===== src/rtl/sam_pwm_decoder.sv =====
// Serially configured key/caps decoder for pulse-width-encoded bits.
// Each accepted symbol bit b yields msg = ({L{b}} ^ d) | caps over the L = 2^n low key bits.
module sam_pwm_decoder #(
    parameter int KEY_W      = 32,
    parameter int N_W        = 3,
    parameter int MIN_PERIOD = 10,
    parameter int MAX_PERIOD = 60,
    parameter int MSG_DEPTH  = 16
) (
    input  logic                           clk,
    input  logic                           reset,
    input  logic                           str,
    input  logic                           mode,
    output logic [KEY_W-1:0]               msg,
    output logic                           msg_valid,
    output logic                           bit_out,
    output logic                           frame,
    output logic                           msg_done,
    output logic [$clog2(MSG_DEPTH+1)-1:0] sym_count,
    output logic                           configured,
    output logic                           err
);
    localparam int SC_W    = $clog2(MSG_DEPTH + 1);
    localparam int CNT_W   = $clog2(KEY_W + N_W + 1);
    localparam int PER_W   = $clog2(MAX_PERIOD + 1);
    localparam int LOG_KEY = $clog2(KEY_W);

    typedef enum logic [2:0] {IDLE, CFG_N, CFG_D, CFG_C, WAIT, SYM} state_t;

    state_t            state_reg, state_next, cur_state;
    logic              boot_reg;
    logic [N_W-1:0]    n_reg, n_next, n_shift;
    logic [KEY_W-1:0]  d_reg, d_next, caps_reg, caps_next;
    logic [KEY_W-1:0]  msg_reg, msg_next, decoded, key_mask;
    logic [CNT_W-1:0]  cnt_reg, cnt_next, l_val;
    logic [PER_W-1:0]  hi_reg, hi_next, lo_reg, lo_next;
    logic [PER_W:0]    period;
    logic [SC_W-1:0]   count_reg, count_next;
    logic              str_q;
    logic              valid_reg, valid_next, bit_reg, bit_next;
    logic              frame_reg, frame_next, done_reg, done_next;
    logic              conf_reg, conf_next, err_reg, err_next;
    logic              rise, sym_bit, in_cfg, last_key_bit;

    // The first edge after reset behaves as CFG_N when mode is already high.
    assign cur_state    = (boot_reg && mode) ? CFG_N : state_reg;
    assign in_cfg       = (cur_state == CFG_N) || (cur_state == CFG_D) || (cur_state == CFG_C);
    assign rise         = str & ~str_q;
    assign l_val        = CNT_W'(1) << n_reg;
    assign key_mask     = ~({KEY_W{1'b1}} << l_val);
    assign last_key_bit = (cnt_reg == l_val - CNT_W'(1));
    assign n_shift      = N_W'({n_reg, str});
    assign period       = {1'b0, hi_reg} + {1'b0, lo_reg};
    assign sym_bit      = (hi_reg > lo_reg);

    for (genvar gi = 0; gi < KEY_W; gi++) begin : g_decode
        assign decoded[gi] = key_mask[gi] & ((sym_bit ^ d_reg[gi]) | caps_reg[gi]);
    end

    always_comb begin
        state_next = state_reg;
        n_next     = n_reg;
        d_next     = d_reg;
        caps_next  = caps_reg;
        cnt_next   = cnt_reg;
        hi_next    = hi_reg;
        lo_next    = lo_reg;
        msg_next   = msg_reg;
        bit_next   = bit_reg;
        count_next = count_reg;
        frame_next = frame_reg;
        conf_next  = conf_reg;
        err_next   = err_reg;
        valid_next = 1'b0;
        done_next  = 1'b0;

        if (mode && !in_cfg) begin
            state_next = CFG_N;
            conf_next  = 1'b0;
            frame_next = 1'b0;
            cnt_next   = '0;
        end else if (in_cfg && !mode) begin
            state_next = IDLE;
            err_next   = 1'b1;
            cnt_next   = '0;
        end else begin
            case (cur_state)
                IDLE: begin
                    if (conf_reg) state_next = WAIT;
                end
                CFG_N: begin
                    n_next = n_shift;
                    if (cnt_reg == CNT_W'(N_W - 1)) begin
                        cnt_next = '0;
                        if (int'(n_shift) > LOG_KEY) begin
                            err_next   = 1'b1;
                            state_next = IDLE;
                        end else begin
                            d_next     = '0;
                            caps_next  = '0;
                            state_next = CFG_D;
                        end
                    end else begin
                        cnt_next = cnt_reg + CNT_W'(1);
                    end
                end
                CFG_D: begin
                    d_next = {d_reg[KEY_W-2:0], str} & key_mask;
                    if (last_key_bit) begin
                        cnt_next   = '0;
                        state_next = CFG_C;
                    end else begin
                        cnt_next = cnt_reg + CNT_W'(1);
                    end
                end
                CFG_C: begin
                    caps_next = {caps_reg[KEY_W-2:0], str} & key_mask;
                    if (last_key_bit) begin
                        cnt_next   = '0;
                        conf_next  = 1'b1;
                        err_next   = 1'b0;
                        state_next = WAIT;
                    end else begin
                        cnt_next = cnt_reg + CNT_W'(1);
                    end
                end
                WAIT: begin
                    if (rise) begin
                        frame_next = 1'b1;
                        count_next = '0;
                        hi_next    = PER_W'(1);
                        lo_next    = '0;
                        state_next = SYM;
                    end
                end
                SYM: begin
                    if (rise) begin
                        // The edge cycle is the first high cycle of the next symbol.
                        hi_next = PER_W'(1);
                        lo_next = '0;
                        if (period >= (PER_W+1)'(MIN_PERIOD)) begin
                            if (count_reg == SC_W'(MSG_DEPTH)) begin
                                err_next = 1'b1;
                            end else begin
                                msg_next   = decoded;
                                bit_next   = sym_bit;
                                valid_next = 1'b1;
                                count_next = count_reg + SC_W'(1);
                            end
                        end
                    end else if (str) begin
                        if (hi_reg != PER_W'(MAX_PERIOD)) hi_next = hi_reg + PER_W'(1);
                    end else if (lo_reg >= PER_W'(MAX_PERIOD - 1)) begin
                        lo_next    = PER_W'(MAX_PERIOD);
                        frame_next = 1'b0;
                        done_next  = 1'b1;
                        state_next = WAIT;
                    end else begin
                        lo_next = lo_reg + PER_W'(1);
                    end
                end
                default: state_next = IDLE;
            endcase
        end
    end

    always_ff @(posedge clk or posedge reset) begin
        if (reset) begin
            state_reg <= IDLE;
            boot_reg  <= 1'b1;
            n_reg     <= '0;
            d_reg     <= '0;
            caps_reg  <= '0;
            cnt_reg   <= '0;
            hi_reg    <= '0;
            lo_reg    <= '0;
            msg_reg   <= '0;
            bit_reg   <= 1'b0;
            count_reg <= '0;
            str_q     <= 1'b0;
            valid_reg <= 1'b0;
            frame_reg <= 1'b0;
            done_reg  <= 1'b0;
            conf_reg  <= 1'b0;
            err_reg   <= 1'b0;
        end else begin
            state_reg <= state_next;
            boot_reg  <= 1'b0;
            n_reg     <= n_next;
            d_reg     <= d_next;
            caps_reg  <= caps_next;
            cnt_reg   <= cnt_next;
            hi_reg    <= hi_next;
            lo_reg    <= lo_next;
            msg_reg   <= msg_next;
            bit_reg   <= bit_next;
            count_reg <= count_next;
            str_q     <= str;
            valid_reg <= valid_next;
            frame_reg <= frame_next;
            done_reg  <= done_next;
            conf_reg  <= conf_next;
            err_reg   <= err_next;
        end
    end

    assign msg        = msg_reg;
    assign msg_valid  = valid_reg;
    assign bit_out    = bit_reg;
    assign frame      = frame_reg;
    assign msg_done   = done_reg;
    assign sym_count  = count_reg;
    assign configured = conf_reg;
    assign err        = err_reg;
endmodule


===== config.mk =====
export PLATFORM = sky130hd
export DESIGN_NAME = sam_pwm_decoder
export DESIGN_NICKNAME = d
export VERILOG_FILES = /design/src/rtl/sam_pwm_decoder.sv
export SDC_FILE = /design/constraint.sdc
export NUM_CORES = 1
export LEC_CHECK = 0
export ABC_AREA = 1
export BUFFER_PORTS_ARGS = -buffer_cell sky130_fd_sc_hd__buf_2
export CORE_MARGIN = 3
export CORE_UTILIZATION = 50
export DETAILED_ROUTE_END_ITERATION = 12
export PLACE_DENSITY = 0.72
export SYNTH_ARGS = -nofsm -noshare
export SYNTH_HDL_FRONTEND = slang
export SYNTH_SLANG_ARGS = --single-unit
export TNS_END_PERCENT = 5

===== constraint.sdc =====
create_clock -name clk -period 4.05 [get_ports clk]
set_input_delay 0.2025 -clock clk [delete_from_list [all_inputs] [get_ports clk]]
set_output_delay 0.2025 -clock clk [all_outputs]
set_load 0.05 [all_outputs]

# After elaboration in Yosys (flattened, before gate mapping)
# Cells that the tools add are included.
# W data, S select, Z words.
word_totals:
  reg_bits: 133
  latchBits: 0
  mem_bits_rw: 0
  romBits: 0
  input_bits: 4
  out_inout_bits: 43
  n_memories: 0
op_classes:
  addsub: 6
  multipliers: 0
  div_mod_pow: 0
  n_lt_le_gt_ge: 4
  n_eq_ne: 37
  shifts: 2
  muxes: 68
  bitwise: 104
  n_reduce_logical: 28
ops:
  columns: ["operator", "count"]
  rows:
  - ["$pmux W32 S2", 2]
  - ["$mux W6", 12]
  - ["$and A32 B32 Y32", 2]
  - ["$mux W32", 2]
  - ["$pmux W6 S2", 3]
  - ["$and A1 B1 Y1", 33]
  - ["$mux W3", 11]
  - ["$not A32 Y32", 1]
  - ["$or A1 B1 Y1", 32]
  - ["$shl A32 B6 Y32 const A", 1]
  - ["$xor A1 B1 Y1", 32]
  - ["$ne A3 B3 Y1 const B", 10]
  - ["$mux W1", 29]
  - ["$mux W5", 4]
  - ["$ne A4 B4 Y1 const B", 5]
  - ["$add A6 B1 Y6 const B", 3]
  - ["$pmux W3 S6", 1]
  - ["$reduce_and A6 Y1", 3]
  - ["$reduce_and A8 Y1", 2]
  - ["$reduce_and A5 Y1", 3]
  - ["$ne A2 B2 Y1 const B", 6]
  - ["$pmux W5 S2", 1]
  - ["$reduce_bool A2 Y1", 5]
  - ["$ne A4 B2 Y1 const B", 2]
  - ["32 further kinds", 44]

# Depth between registers and ports, before layout
depth:
  word_depth: 9
  mapped_depth: 18
  mapped_depth_nobuf: 18

# Least setup slack after synthesis
# OpenSTA, ideal clock, no wires.
synth_timing:
  path_type: "reg-to-reg"
  startpoint: "register n_reg[2]"
  endpoint: "register state_reg[0]"
  setup_time_ns: 0.117
  arrival_ns: 2.207
  required_time_ns: 3.933
  path_slack_ns: 1.726
  path_stages_with_launch: 19
  period_less_slack_ns: 2.324
  path_cell_list: "dfrtp_1 > buf_4 > nor3_1 > inv_1 > ha_1 > ha_1 > inv_1 > nand2_1 > nand2_1 > nor2_1 > nand3_1 > nor2_1 > nand2_1 > nand2_1 > nand2_1 > nand2_1 > nand2_1 > nand2_1 > nand2_1"
synth_between:
  elab_chain_cells: 5
synth_lines:
  columns: ["item", "line_no", "rtl"]
  rows:
  - ["start: declaration", "32", "logic [N_W-1:0] n_reg, n_next, n_shift;"]
  - ["start signal: assignment", "189", "n_reg <= n_next;"]
  - ["$shl A1 B3 Y6 (*)", "49", "assign l_val = CNT_W'(1) << n_reg;"]
  - ["$sub A6 B1 Y6 (*)", "51", "assign last_key_bit = (cnt_reg == l_val - CNT_W'(1));"]
  - ["$eq A6 B6 Y1 (*)", "51", null]
  - ["$ne A4 B2 Y1 (no source line)", null, null]
  - ["$reduce_and A8 Y1 (no source line) (*)", null, null]
  - ["end signal: assignment", "187", "state_reg <= state_next;"]
  - ["end: declaration", "30", "state_t state_reg, state_next, cur_state;"]
# Mark *: on every way between the ends. The rest lies on a longest branch, timed or not.
# A chain may end at the register's enable or synchronous reset.

# Worst setup path in the final report
layout_timing:
  startpoint: "register boot_reg"
  endpoint: "register caps_reg[31]"
layout_between:
  elab_chain_cells: 9
layout_lines:
  columns: ["item", "line_no", "rtl"]
  rows:
  - ["start: declaration", "31", "logic boot_reg;"]
  - ["start signal: assignment", "170", "boot_reg <= 1'b1;"]
  - ["start signal: assignment", "188", "boot_reg <= 1'b0;"]
  - ["$logic_and A1 B1 Y1 (*)", "46", "assign cur_state = (boot_reg && mode) ? CFG_N : state_reg;"]
  - ["$mux W3 (*)", "46", null]
  - ["$eq A3 B1 Y1 or $eq A3 B2 Y1 (tied branches)", "47, 87", null]
  - ["$logic_or A1 B1 Y1 (2 in series)", "47", "assign in_cfg = (cur_state == CFG_N) || (cur_state == CFG_D) || (cur_state == CFG_C);"]
  - ["$logic_not A1 Y1", "77", "if (mode && !in_cfg) begin"]
  - ["$logic_and A1 B1 Y1", "77", null]
  - ["$not A1 Y1 (no source line)", null, null]
  - ["$reduce_and A5 Y1 (no source line)", null, null]
  - ["end signal: assignment", "191", "caps_reg <= caps_next;"]
  - ["end: declaration", "33", "logic [KEY_W-1:0] d_reg, d_next, caps_reg, caps_next;"]
# Marked as above.

==> flow_metrics.tcl <==
set metrics [dict create \
    clock_insertion_delay_worst_skew_ns 0.43 \
    tritoncts.num_buffers 17 \
    finalSetupViolCount 0 \
    antenna_left 0 \
    reg_to_reg_end "caps_reg[31]" \
    finalHoldViolCount 0 \
    instances_no_fill 1121 \
    seq_area_frac_synth 0.463 \
    cp.arrival_ns 3.35 \
    worst-r2r-setup-slack_ns 1.02 \
    power-per-cell-area_nw_per_um2 729 \
    grt_setup_unrepaired "false" \
    first_global_vias 5779 \
    cts.htree.levels 4 \
    initial_core_util 0.514 \
    num-fill-cells 1267 \
    clock-root-buffer "clkbuf_16" \
    tritoncts_clock_tree "built" \
    synth.distinct_cells 46 \
    ioPinCount 47 \
    ir_drop_v 0.000355 \
    hold_depth 4 \
    coreArea_um2 14000 \
    report.final.slew_viol_count 0 \
    dieArea_um2 15900 \
    yosys_warnings 0 \
    crit_fanout 33 \
    slew_headroom 0.314 \
    grt_start_max_net_pins 54 \
    netlist_instances 883 \
    design.final.nets 959 \
    final-seq-area_um2 3330 \
    reg2regPathDepth 11 \
    buffer_ports.inserted 46 \
    die_w_um 126 \
    total_leakage_power_uw 0.00398 \
    finalCritPeriodShare 0.749 \
    crit-reg2reg-launch "boot_reg" \
    vias 6102 \
    grt_use_total 0.219 \
    fmax_ghz 0.330 \
    post_synthesis_cell_type_with_the_largest_combined_area "dfrtp_1" \
    placement_rows 43 \
    netlist_area_before_placement_um2 7190 \
    flow.area_growth_from_synthesis_pct 12.7 \
    place.detailed.instances 1088 \
    cap_viol_max_count 0 \
    insertedDiodeCount 0 \
    drt_first_iter_violations 453 \
    run_status "complete, no violations" \
    worstHoldPathType "in -> reg" \
    yosysTopAreaCellShare 0.459 \
    dp_slack_ns 1.02 \
    hpwl_um 11400 \
    number_of_antenna_violations_at_the_first_check_in_global_routing 0 \
    grt-ovfl-total 0 \
    fin_setup_tns_ns 0 \
    fin_total_pwr_uw 5900 \
    biggest_area_contributors_in_the_synthesized_netlist "dfrtp_1 46%, nand2_1 11%, o21ai_0 5.7%, nand3_1 5.6%, inv_1 4.9%" \
    totalWireLength_um 16600 \
    grt_pass1_wl_um 28400 \
    clk_path_buf_depth 2 \
    remaining_drc_errors 0 \
    footprint_of_the_multi_input_gates_um2 3300 \
    type_of_element_launching_the_critical_path "flip-flop" \
    final.setup_skew_ns 0.0116 \
    worst_ep_required_time_ns 4.37 \
    post_synth.cell_area_avg_um2 8.14 \
    origin_of_the_worst_min_delay_path "mode" \
    clkSlewWorstSetupHoldPaths_ns 0.06 \
    routed_wire_length_per_instance_um 14.8 \
    synth_nets 913 \
    layout-drive-gt1-share 0.145 \
    cts_setup_buffers 0 \
    drt-vias-per-instance 5.44 \
    end_kind "flip-flop" \
    clock_period_minus_final_worst_setup_slack_ns 3.03 \
    synth.ff_latch_count 133 \
    setup_ws_ns 1.02 \
    path_class "reg -> reg" \
    clkSinkCount 133 \
    gp_routability_congestion 0.881 \
    hold_end "err" \
    detail_route.first_pass.iterations 6 \
    vertical_die_dimension_um 126 \
    actual_slew_at_the_worst_max_slew_pin_ns 1.03 \
]
## how the worst max path moves through the flow
| stage | slack (ns) | startpoint | to |
|---|---|---|---|
| after global placement | 1.15 | boot_reg | caps_reg[24] |
| after global routing | 0.68 | boot_reg | caps_reg[31] |
| after detailed placement | 1.02 | boot_reg | caps_reg[31] |
| after floorplan | 0.29 | reset | bit_out |
| final | 1.02 | boot_reg | caps_reg[31] |
| after CTS | 1.01 | boot_reg | caps_reg[31] |
## worst max-delay path, stage by stage, from the launching register on
cell     delay [ns]
dfstp_2        0.52
nand2_2        0.09
nand2_2        0.13
nand3_1        0.12
nand2_1        0.16
inv_1          0.06
ha_1           0.28
inv_1          0.24
nand2_2        0.11
nor2_4         0.62
inv_2          0.31
o31ai_1        0.29
## stage by stage
step | cell area [µm²] | hold WS [ns] | util
after floorplan | 7190 | 0.234 | -
after global placement | 7530 | 0.201 | 0.538
after detailed placement | 7530 | 0.194 | 0.538
after CTS | 8100 | 0.153 | 0.579
after global routing | 8100 | 0.189 | 0.579
final | 8100 | 0.160 | 0.579
## synthesized netlist by cell type (all sizes together)
master and count:
a21oi 40, a2bb2oi 2, a31oi 1, and3 2
buf 24, clkbuf 3, clkinv 1, conb 1
dfrtp 132, dfstp 1, fa 1, ha 25
inv 103, nand2 219, nand3 83, nand4 18
nor2 46, nor3 12, nor4 3, o211ai 3
o21a 1, o21ai 134, o21bai 3, o22a 1
o22ai 3, o311ai 1, o31ai 9, or2 2
xor2 9
## where the power goes
part	internal [µW]	leakage, µW	total, µW	switching (µW)
combinational	783	0.00188	2790	2010
sequential	1480	0.00182	1660	181
clock	871	0.000275	1450	582
total	3130	0.00398	5900	2770
## final cells by class
cell class,count,share of cell area
Timing Repair Buffer,54,0.0364
Multi-Input combinational cell,619,0.407
Clock buffer,19,0.0559
Inverter,104,0.0493
Sequential cell,133,0.411
Tap cell,180,0.0278
Clock inverter,12,0.0130
## cell families (layout without fill, tap and decap cells)
family	count (synthesis)	after routing	share of synthesized area
AND/OR/NAND/NOR	385	385	0.251
flip-flops	133	133	0.463
XOR/XNOR	9	9	0.0110
adder cells (fa/ha/maj)	26	26	0.0463
other	1	1	0.000521
AO/OA/AOI/OAI	198	198	0.149
buffers and inverters	131	189	0.0793
## routing by layer
| metal | track usage | vias to the layer above | wire, µm |
|---|---|---|---|
| met2 | 0.332 | 149 | 7520 |
| met5 | 0 | - | 0 |
| met3 | 0.0530 | 26 | 870 |
| met4 | 0.0625 | 0 | 259 |
| li1 | - | 3024 | - |
| met1 | 0.316 | 2903 | 7950 |
## cell usage in the layout (no fill, tap or decap), drive strengths merged, types with 3 or more instances in the layout
cell    count
a21oi      40
inv       105
nand3      83
clkbuf     19
nor2       46
dfrtp     132
xor2        9
nor4        3
buf        52
clkinv      8
o21ai     134
nor3       12
o21bai      3
nand4      18
o22ai       3
o31ai       9
o211ai      3
nand2     219
ha         25
## timing repair
action / CTS / global route
hold endpoints to repair: 30 / 0
endpoints found under the setup margin: 0 / 0
gates resized for setup: 0 / 0
hold buffers: 2 / 0
Note: power is estimated with default switching activity, not from simulation.
